`src/rtl/bank_scheduler.sv`:
```
// Single-bank command scheduler: takes read/write requests and sequences the
// ACT / PR / RD / WR commands for one DRAM bank. It enforces the tRCD, tRP and
// tRAS timing limits. Bursts wrap their column within an aligned BL block.
// A halt freezes all state and timing, and masks the command outputs.
//
// Ports:
//   clk        rising-edge clock
//   reset      synchronous, active-high
//   halt       freeze request; masks commands/done in the same cycle
//   req_valid  request present
//   req_ready  request accepted when high with req_valid (combinational)
//   req_write  1 = write, 0 = read
//   req_row    target row
//   req_col    burst start column
//   commands   one-hot bank command bus (ACT=18, PR=7, RD=5, WR=1)
//   row        row to the bank
//   column     column to the bank
//   busy       high whenever the state is not IDLE or OPEN
//   done       one-cycle pulse on the last burst cycle
module bank_scheduler #(
  parameter int unsigned ROWS = 131072,
  parameter int unsigned COLS = 1024,
  parameter int unsigned BL   = 8,
  parameter int unsigned tRCD = 3,
  parameter int unsigned tRP  = 3,
  parameter int unsigned tRAS = 8
) (
  input  logic                    clk,
  input  logic                    reset,
  input  logic                    halt,
  input  logic                    req_valid,
  output logic                    req_ready,
  input  logic                    req_write,
  input  logic [$clog2(ROWS)-1:0] req_row,
  input  logic [$clog2(COLS)-1:0] req_col,
  output logic [18:0]             commands,
  output logic [$clog2(ROWS)-1:0] row,
  output logic [$clog2(COLS)-1:0] column,
  output logic                    busy,
  output logic                    done
);

  localparam int unsigned RW   = $clog2(ROWS);
  localparam int unsigned CW   = $clog2(COLS);
  localparam int unsigned BW   = $clog2(BL);
  localparam int unsigned TMAX = (tRCD > tRP) ? tRCD : tRP;
  localparam int unsigned TW   = $clog2(TMAX + 1);
  localparam int unsigned RASW = $clog2(tRAS + 1);

  localparam logic [18:0] CMD_ACT = 19'h40000;
  localparam logic [18:0] CMD_PR  = 19'h00080;
  localparam logic [18:0] CMD_RD  = 19'h00020;
  localparam logic [18:0] CMD_WR  = 19'h00002;

  typedef enum logic [2:0] {
    S_IDLE, S_ACT_WAIT, S_OPEN, S_PRE_WAIT, S_BURST
  } state_t;

  state_t          r_state;
  logic [18:0]     r_cmd;
  logic [RW-1:0]   r_row;
  logic [CW-1:0]   r_column;
  logic            r_done;
  logic            r_req_write;
  logic [RW-1:0]   r_req_row;
  logic [CW-1:0]   r_req_col;
  logic [RW-1:0]   r_open_row;
  logic [BW-1:0]   r_idx;
  logic [TW-1:0]   r_tcnt;
  logic [RASW-1:0] r_ras;
  logic            r_pr_issued;

  logic            w_accept;
  logic [RASW-1:0] w_ras_next;
  logic [BW-1:0]   w_next_idx;
  logic [CW-1:0]   w_next_col;
  logic [18:0]     w_burst_cmd;

  assign req_ready   = (r_state == S_IDLE || r_state == S_OPEN) && !halt && !reset;
  assign w_accept    = req_valid && req_ready;
  // r_ras = cycles since the last ACT, saturating at tRAS; this is its next value
  assign w_ras_next  = (r_ras == RASW'(tRAS)) ? r_ras : r_ras + RASW'(1);
  assign w_next_idx  = r_idx + BW'(1);
  // Low column bits wrap inside the aligned BL block
  assign w_next_col  = {r_req_col[CW-1:BW], BW'(r_req_col[BW-1:0] + w_next_idx)};
  assign w_burst_cmd = r_req_write ? CMD_WR : CMD_RD;

  // Halt masks the pending command in the same cycle; it is replayed afterwards
  assign commands = halt ? 19'h0 : r_cmd;
  assign done     = r_done && !halt;
  assign busy     = !(r_state == S_IDLE || r_state == S_OPEN);
  assign row      = r_row;
  assign column   = r_column;

  // Scheduler FSM; every register freezes while halt is high
  always_ff @(posedge clk) begin
    if (reset) begin
      r_state     <= S_IDLE;
      r_cmd       <= '0;
      r_row       <= '0;
      r_column    <= '0;
      r_done      <= 1'b0;
      r_req_write <= 1'b0;
      r_req_row   <= '0;
      r_req_col   <= '0;
      r_open_row  <= '0;
      r_idx       <= '0;
      r_tcnt      <= '0;
      r_ras       <= '0;
      r_pr_issued <= 1'b0;
    end else if (!halt) begin
      r_cmd  <= '0;
      r_done <= 1'b0;
      r_ras  <= w_ras_next;
      case (r_state)
        S_IDLE: begin
          if (w_accept) begin
            r_req_write <= req_write;
            r_req_row   <= req_row;
            r_req_col   <= req_col;
            r_cmd       <= CMD_ACT;
            r_row       <= req_row;
            r_ras       <= '0;
            r_tcnt      <= '0;
            r_state     <= S_ACT_WAIT;
          end
        end
        S_ACT_WAIT: begin
          if (r_tcnt == TW'(tRCD - 1)) begin
            r_cmd      <= w_burst_cmd;
            r_row      <= r_req_row;
            r_column   <= r_req_col;
            r_open_row <= r_req_row;
            r_idx      <= '0;
            r_state    <= S_BURST;
          end else begin
            r_tcnt <= r_tcnt + TW'(1);
          end
        end
        S_OPEN: begin
          if (w_accept) begin
            r_req_write <= req_write;
            r_req_row   <= req_row;
            r_req_col   <= req_col;
            if (req_row == r_open_row) begin
              r_cmd    <= req_write ? CMD_WR : CMD_RD;
              r_row    <= req_row;
              r_column <= req_col;
              r_idx    <= '0;
              r_state  <= S_BURST;
            end else begin
              r_state     <= S_PRE_WAIT;
              r_pr_issued <= 1'b0;
              if (w_ras_next == RASW'(tRAS)) begin
                r_cmd       <= CMD_PR;
                r_pr_issued <= 1'b1;
                r_tcnt      <= '0;
              end
            end
          end
        end
        S_PRE_WAIT: begin
          // First wait out tRAS before PR, then tRP before the new ACT
          if (!r_pr_issued) begin
            if (w_ras_next == RASW'(tRAS)) begin
              r_cmd       <= CMD_PR;
              r_pr_issued <= 1'b1;
              r_tcnt      <= '0;
            end
          end else if (r_tcnt == TW'(tRP - 1)) begin
            r_cmd   <= CMD_ACT;
            r_row   <= r_req_row;
            r_ras   <= '0;
            r_tcnt  <= '0;
            r_state <= S_ACT_WAIT;
          end else begin
            r_tcnt <= r_tcnt + TW'(1);
          end
        end
        S_BURST: begin
          if (r_idx == BW'(BL - 1)) begin
            r_state <= S_OPEN;
          end else begin
            r_cmd    <= w_burst_cmd;
            r_idx    <= w_next_idx;
            r_column <= w_next_col;
            r_done   <= (w_next_idx == BW'(BL - 1));
          end
        end
        default: r_state <= S_IDLE;
      endcase
    end
  end

endmodule
```
`config.mk`:
```
export PLATFORM = sky130hd
export DESIGN_NAME = bank_scheduler
export DESIGN_NICKNAME = d
export VERILOG_FILES = /design/src/rtl/bank_scheduler.sv
export SDC_FILE = /design/constraint.sdc
export NUM_CORES = 1
export LEC_CHECK = 0
export CORE_ASPECT_RATIO = 2
export CORE_UTILIZATION = 50
export CTS_CLUSTER_SIZE = 14
export DETAILED_ROUTE_END_ITERATION = 10
export MAX_ROUTING_LAYER = met4
export PLACE_DENSITY = 0.85
export SYNTH_ARGS = -nofsm -noshare
export SYNTH_HDL_FRONTEND = slang
export SYNTH_SLANG_ARGS = --single-unit
```
`constraint.sdc`:
```
create_clock -name clk -period 2.3 [get_ports clk]
set_input_delay 0.46 -clock clk [delete_from_list [all_inputs] [get_ports clk]]
set_output_delay 0.46 -clock clk [all_outputs]
set_load 0.1 [all_outputs]
```
==> results.sh <==
export IMPL_status="completed"
export IMPL_ys_seq_area_frac=0.388
export IMPL_cts_sinks=90
export IMPL_yosys_area_top_type="dfxtp_1"
export IMPL_r2r_cells=7
export IMPL_fillers=702
export IMPL_internal_power_mw=2.78
export IMPL_p_clk_frac=0.423
export IMPL_hp_start="r_req_col[3]"
export IMPL_hold_buffers=0
export IMPL_regToRegStartpoint="r_ras[1]"
export IMPL_worst_setup_path_start_kind="flop"
export IMPL_fin_crit_ns=2.28
export IMPL_dieArea_mm2=0.00970
export IMPL_grt_max_degree=94
export IMPL_core_area_mm2=0.00901
export IMPL_htree_num_levels=3
export IMPL_track_usage=0.266
export IMPL_grt_first_pass_wirelength_um=19900
export IMPL_rows=49
export IMPL_viasPerCell=5.89
export IMPL_critPathMaxFanout=5
export IMPL_maxCapViolations=0
export IMPL_cp_endpoint="r_pr_issued"
export IMPL_setup_violations=0
export IMPL_dp_hpwl_um=8410
export IMPL_synth_edff_count=0
export IMPL_finClkSkew_ns=0.00615
export IMPL_hold_viol=0
export IMPL_die_h_um=138
export IMPL_die_w_um=70.1
export IMPL_power_frac_comb=0.159
export IMPL_antenna_found_initial=0
export IMPL_fin_area_mm2=0.00605
export IMPL_cp_cell_sequence="inv_4 -> ha_4 -> or4b_1 -> a311o_1 -> nor4_4 -> o21ai_2 -> a221oi_2"
export IMPL_vias=4314
export IMPL_utilization=0.672
export IMPL_p_sw_frac=0.289
export IMPL_synthCells=545
export IMPL_num_nets_final=667
export IMPL_leakage_nw=2.39
export IMPL_tightest_slew_ns=0.967
export IMPL_cp_top_family="compound AO/OA/AOI/OAI gates"
export IMPL_drt_pre_antenna_iters=5
export IMPL_routabilityCongestion=0.915
export IMPL_root_buffer="clkbuf_16"
export IMPL_synth_area_mm2=0.00464
export IMPL_synth_cell_types=59
export IMPL_cpPeakStageDelay_ns=0.48
export IMPL_ys_ff_latch=90
export IMPL_crit_cells=7
export IMPL_cp_num_buf_inv=1
export IMPL_insertion_delay_ns=0.35
export IMPL_wl_um=12800
export IMPL_n_antenna_cell=0
export IMPL_startpoint="r_ras[1]"
export IMPL_ys_top_cells_by_count="dfxtp_1, nand2_1, a21oi_1"
export IMPL_first_iter_violations=317
export IMPL_slew_violations=0
export IMPL_drive_gt1_frac=0.238
export IMPL_switchingPower_mw=1.13
export IMPL_grt_pass1_vias=4255
export IMPL_cts_tree="yes"
export IMPL_timing_final_crit_share=0.990
export IMPL_power_density_mw_per_mm2=645
export IMPL_max_freq_ghz=0.439
export IMPL_worstSetupEndpointType="flop"
export IMPL_initial_core_util=0.515
export IMPL_critPathKind="reg2reg"
export IMPL_r2r_end="r_pr_issued"
export IMPL_r2r_slack_ns=0.02
export IMPL_port_buffers=65
export IMPL_drc_errors=0
export IMPL_routedWlPerCell_um=17.5
export IMPL_required_ns=2.56
export IMPL_worst_path_max_delay_cell="or4b_1"
export IMPL_cp_data_arrival_time_ns=2.54
export IMPL_finalPower_mw=3.90
export IMPL_place_worst_setup_slack_ns=-0.262
export IMPL_synth_top_area_share=0.388
export IMPL_pin_count=81
export IMPL_postSynthAreaPerCell_um2=8.52
export IMPL_whs_ns=0.468
export IMPL_dpl_cell_area_mm2=0.00560
export IMPL_relSlewSlack=0.355
export IMPL_seq_power_share=0.418
export IMPL_ys_flop_type="dfxtp_1"
export IMPL_synth_area_leaders="dfxtp_1, mux2i_1, nand2_1"
export IMPL_cts_buffers=9
export IMPL_cts_clk_slew_worst_paths_ns=0.07
export IMPL_layoutNonFillerInstCount=732
export IMPL_rsz0062_at_grt="yes"
export IMPL_grt_overflow_total=0
export IMPL_dp_cells=710
export IMPL_ys_warn_count=0
export IMPL_hp_class="reg2reg"
export IMPL_async_reset_ff_frac=0
export IMPL_clock_path_buffers=2
export IMPL_setup_ws_ns=0.0221
export IMPL_area_growth_syn_to_layout_pct=30.4
export IMPL_vdd_drop_max_uv=616
export IMPL_ant_nets=0
export IMPL_setup_tns_ns=0
[worst reg2reg max path, cell delays in order (launching register included)]
cell,delay (ns)
dfxtp_4,0.40
inv_4,0.05
ha_4,0.15
or4b_1,0.48
a311o_1,0.44
nor4_4,0.31
o21ai_2,0.10
a221oi_2,0.26
[final cells by class]
type,count,area [um2],share of cell area
inverters,15,58.8,0.00971
flip-flops and latches,90,1810,0.299
well taps,102,128,0.0211
clock buffers,10,239,0.0395
multi-input cells,399,2660,0.439
repair buffers,110,1070,0.176
clock inverters,6,95.1,0.0157
[state kept, by name (all words and copies together), names as in the netlist]
signal,flops
r_done,1
r_req_row,17
r_req_write,1
r_cmd,4
r_open_row,17
column,10
r_pr_issued,1
r_state,3
r_ras,4
row,17
r_idx,3
r_tcnt,2
r_req_col,10
[placed cells by master (no fill, tap or decap), drive strengths merged, types with 5 or more instances in the layout]
master         instances
nor2                  47
dfxtp                 90
ha                     9
nor3                   7
nand3                 12
mux2i                 38
nand2                 90
a21oi                 62
conb                  15
clkdlybuf4s50         28
buf                   79
nor4                   5
clkbuf                11
nor2b                  6
a311oi                24
o21ai                 15
xor2                  18
inv                   18
[timing repair]
action                                 in CTS  in global routing
endpoints found under the hold margin       0                  0
cloned                                      0                  1
gates resized for setup                     1                 20
setup buffers                               0                  5
pin swaps                                   0                 11
setup endpoints to repair                   1                 18
[power by group through the flow]
stage / registers [mW] / logic [mW] / clock network (mW)
floorplan: 1.77 / 0.337 / 0
global placement: 1.66 / 0.585 / 0
detailed placement: 1.66 / 0.596 / 0
CTS: 1.63 / 0.602 / 1.66
global route: 1.63 / 0.650 / 1.74
finish: 1.63 / 0.620 / 1.65
[kinds of logic (layout without fill, tap and decap cells)]
logic type | after synthesis | in the layout | share of synthesized area
simple gates | 190 | 190 | 0.199
compound gates | 126 | 126 | 0.182
flops | 90 | 90 | 0.388
buf+inv | 70 | 141 | 0.0811
mux | 38 | 38 | 0.0819
xor+xnor | 20 | 20 | 0.0377
fa+ha+maj | 10 | 10 | 0.0286
other cells | 1 | 15 | 0.000808
[worst min path at each step]
stage | endpoint | depth (start not counted)
2_1_floorplan | r_req_col[3] | 2
3_3_place_gp | r_req_col[3] | 2
3_5_place_dp | r_req_col[4] | 2
4_1_cts | r_req_col[4] | 2
5_1_grt | r_req_col[9] | 2
6_report | r_req_col[3] | 2
[routing by layer]
metal	up-vias	share of wire	GRT usage
met5	-	0	-
met4	0	0.047	0.171
met3	45	0.042	0.0394
met2	159	0.55	0.470
met1	2076	0.36	0.266
li1	2034	-	-
Note: power is estimated with default switching activity, not from simulation.
==> RTL change (same settings) <==
The parameter `BL` goes from 8 to 4.
--- a/src/rtl/bank_scheduler.sv
+++ b/src/rtl/bank_scheduler.sv
@@ -20,7 +20,7 @@
 module bank_scheduler #(
   parameter int unsigned ROWS = 131072,
   parameter int unsigned COLS = 1024,
-  parameter int unsigned BL   = 8,
+  parameter int unsigned BL   = 4,
   parameter int unsigned tRCD = 3,
   parameter int unsigned tRP  = 3,
   parameter int unsigned tRAS = 8
Formal check against the unedited RTL: no difference found for any inputs over 4 cycles, from zero or initial values and one cycle with reset high; that may be too few to reach the edited logic, so the function may still have changed.
==> RTL change against the original RTL <==
Routed wire length fell by 5.0%; area after synthesis down 4.5%; final area is 3.6% lower; count of clock-buffer cells in the layout increased by 1; power is 2.5% higher; synthesized cell count is 5.1% lower; worst setup slack improved by 0.047 ns; sequential cell count decreased by 1; highest routed layer unchanged.
==> RTL change: results <==
group,metric,value,unit
placement,dp_cells,686,
placement,post-place-ws,-0.473,ns
layout,fin_cells,706,
grt,grt_usage,28.4,%
timing,clock_skew,0.00518,ns
drt,wl_per_cell,17.2,um
timing,hold_ws,0.439,ns
placement,dp_hpwl,8460,um
pwr,peakVddDrop,0.591,mV
pwr,seqPwrFrac,40.9,%
status,outcome,"finished, final reports clean",
drt,m1WireLength,4330,um
grt,antenna_found_initial,0,
logic_synthesis,synth_adder_area_share,2.26,%
critical_path,worstPathArrival,2.48,ns
grt,met2_usage,50.4,%
pwr,intPower,2.75,mW
worst_hold_path,hp-class,"input pin to flop",
logic_synthesis,synth_top_family_by_area,"compound AO/OA/AOI/OAI gates",
grt,grt_util_met1,27.8,%
logic_synthesis,ys_top_cells_by_area,"dfxtp_1 40%, mux2i_1 9.7%, a21oi_1 7.6%",
logic_synthesis,synthXorXnorAreaFrac,3.95,%
placement,place_area,5410,um^2
grt,grt_pass1_vias,4161,
drt,final_antenna_net_count,0,
grt,grt_use_met3,3.79,%
logic_synthesis,synthCells,517,
timing,fin_ws,0.0689,ns
grt,grt_max_degree,55,
timing,slew_headroom,62.2,%
logic_synthesis,synth.area.mux_share,9.96,%
drt,viasPerCell,5.81,
critical_path,slowest_stage,"clkdlybuf4s50_1",
critical_path,cp-endpoint,"column[7]",
grt,grt_pass1_wl,19100,um
worst_hold_path,hp-start,"req_row[16]",
pwr,leakagePower,2.18,nW
logic_synthesis,ys_top_cells_by_count,"89 x dfxtp_1, 71 x nand2_1, 67 x a21oi_1",
logic_synthesis,synth-seq-area-share,40.2,%
critical_path,critPathLaunch,"req_row[12]",
drt,met2_wirelength,6830,um
critical_path,rr_worst_depth,8,
drt,drt_iter0_markers,243,
layout,fin_nets,641,
logic_synthesis,yosysUniqueCellTypes,56,
drt,dr.pass1.iters,4,
pwr,pg_seq,1.64,mW
critical_path,worstReg2RegStart,"r_state[2]",
logic_synthesis,synth_compound_area_share,20.2,%
worst_hold_path,hold_end,"r_req_row[16]",
critical_path,rrSetupSlack,0.17,ns
worst_hold_path,hold_depth,3,
drt,routed-wl-met3,387,um
critical_path,crit_fanout,14,
critical_path,r2r_end,"row[15]",
placement,gp_congestion,0.888,
layout,layout-drive-gt1-share,20.0,%
critical_path,slowest_delay,0.45,ns
pwr,clk-power,1.50,mW
[RTL change: critical path: cells and delay by family]
kind | cells | cell delay, ns
simple gates | 2 | 0.37
xor+xnor | 1 | 0.21
compound gates | 3 | 0.63
buf+inv | 3 | 0.80
[RTL change: timing repair]
item | 4_1_cts | 5_1_grt
pin swaps | 5 | 6
gates resized for setup | 9 | 7
setup buffers | 3 | 0
setup endpoints to repair | 20 | 24
gates cloned | 1 | 0
[RTL change: cell type report]
| class | instances | area [um^2] |
|---|---|---|
| Fill cell | 680 | 2750 |
| Multi-Input combinational cell | 377 | 2470 |
| Sequential cell | 89 | 1780 |
| Timing Repair Buffer | 113 | 1110 |
| Clock buffer | 11 | 253 |
| Tap cell | 100 | 125 |
| Clock inverter | 5 | 53.8 |
| Inverter | 11 | 41.3 |
[RTL change: kinds of logic after synthesis]
kind of cell | Yosys count
compound gates | 138
flops | 89
mux | 44
buf+inv | 65
fa+ha+maj | 8
simple gates | 152
other cells | 1
xor+xnor | 20
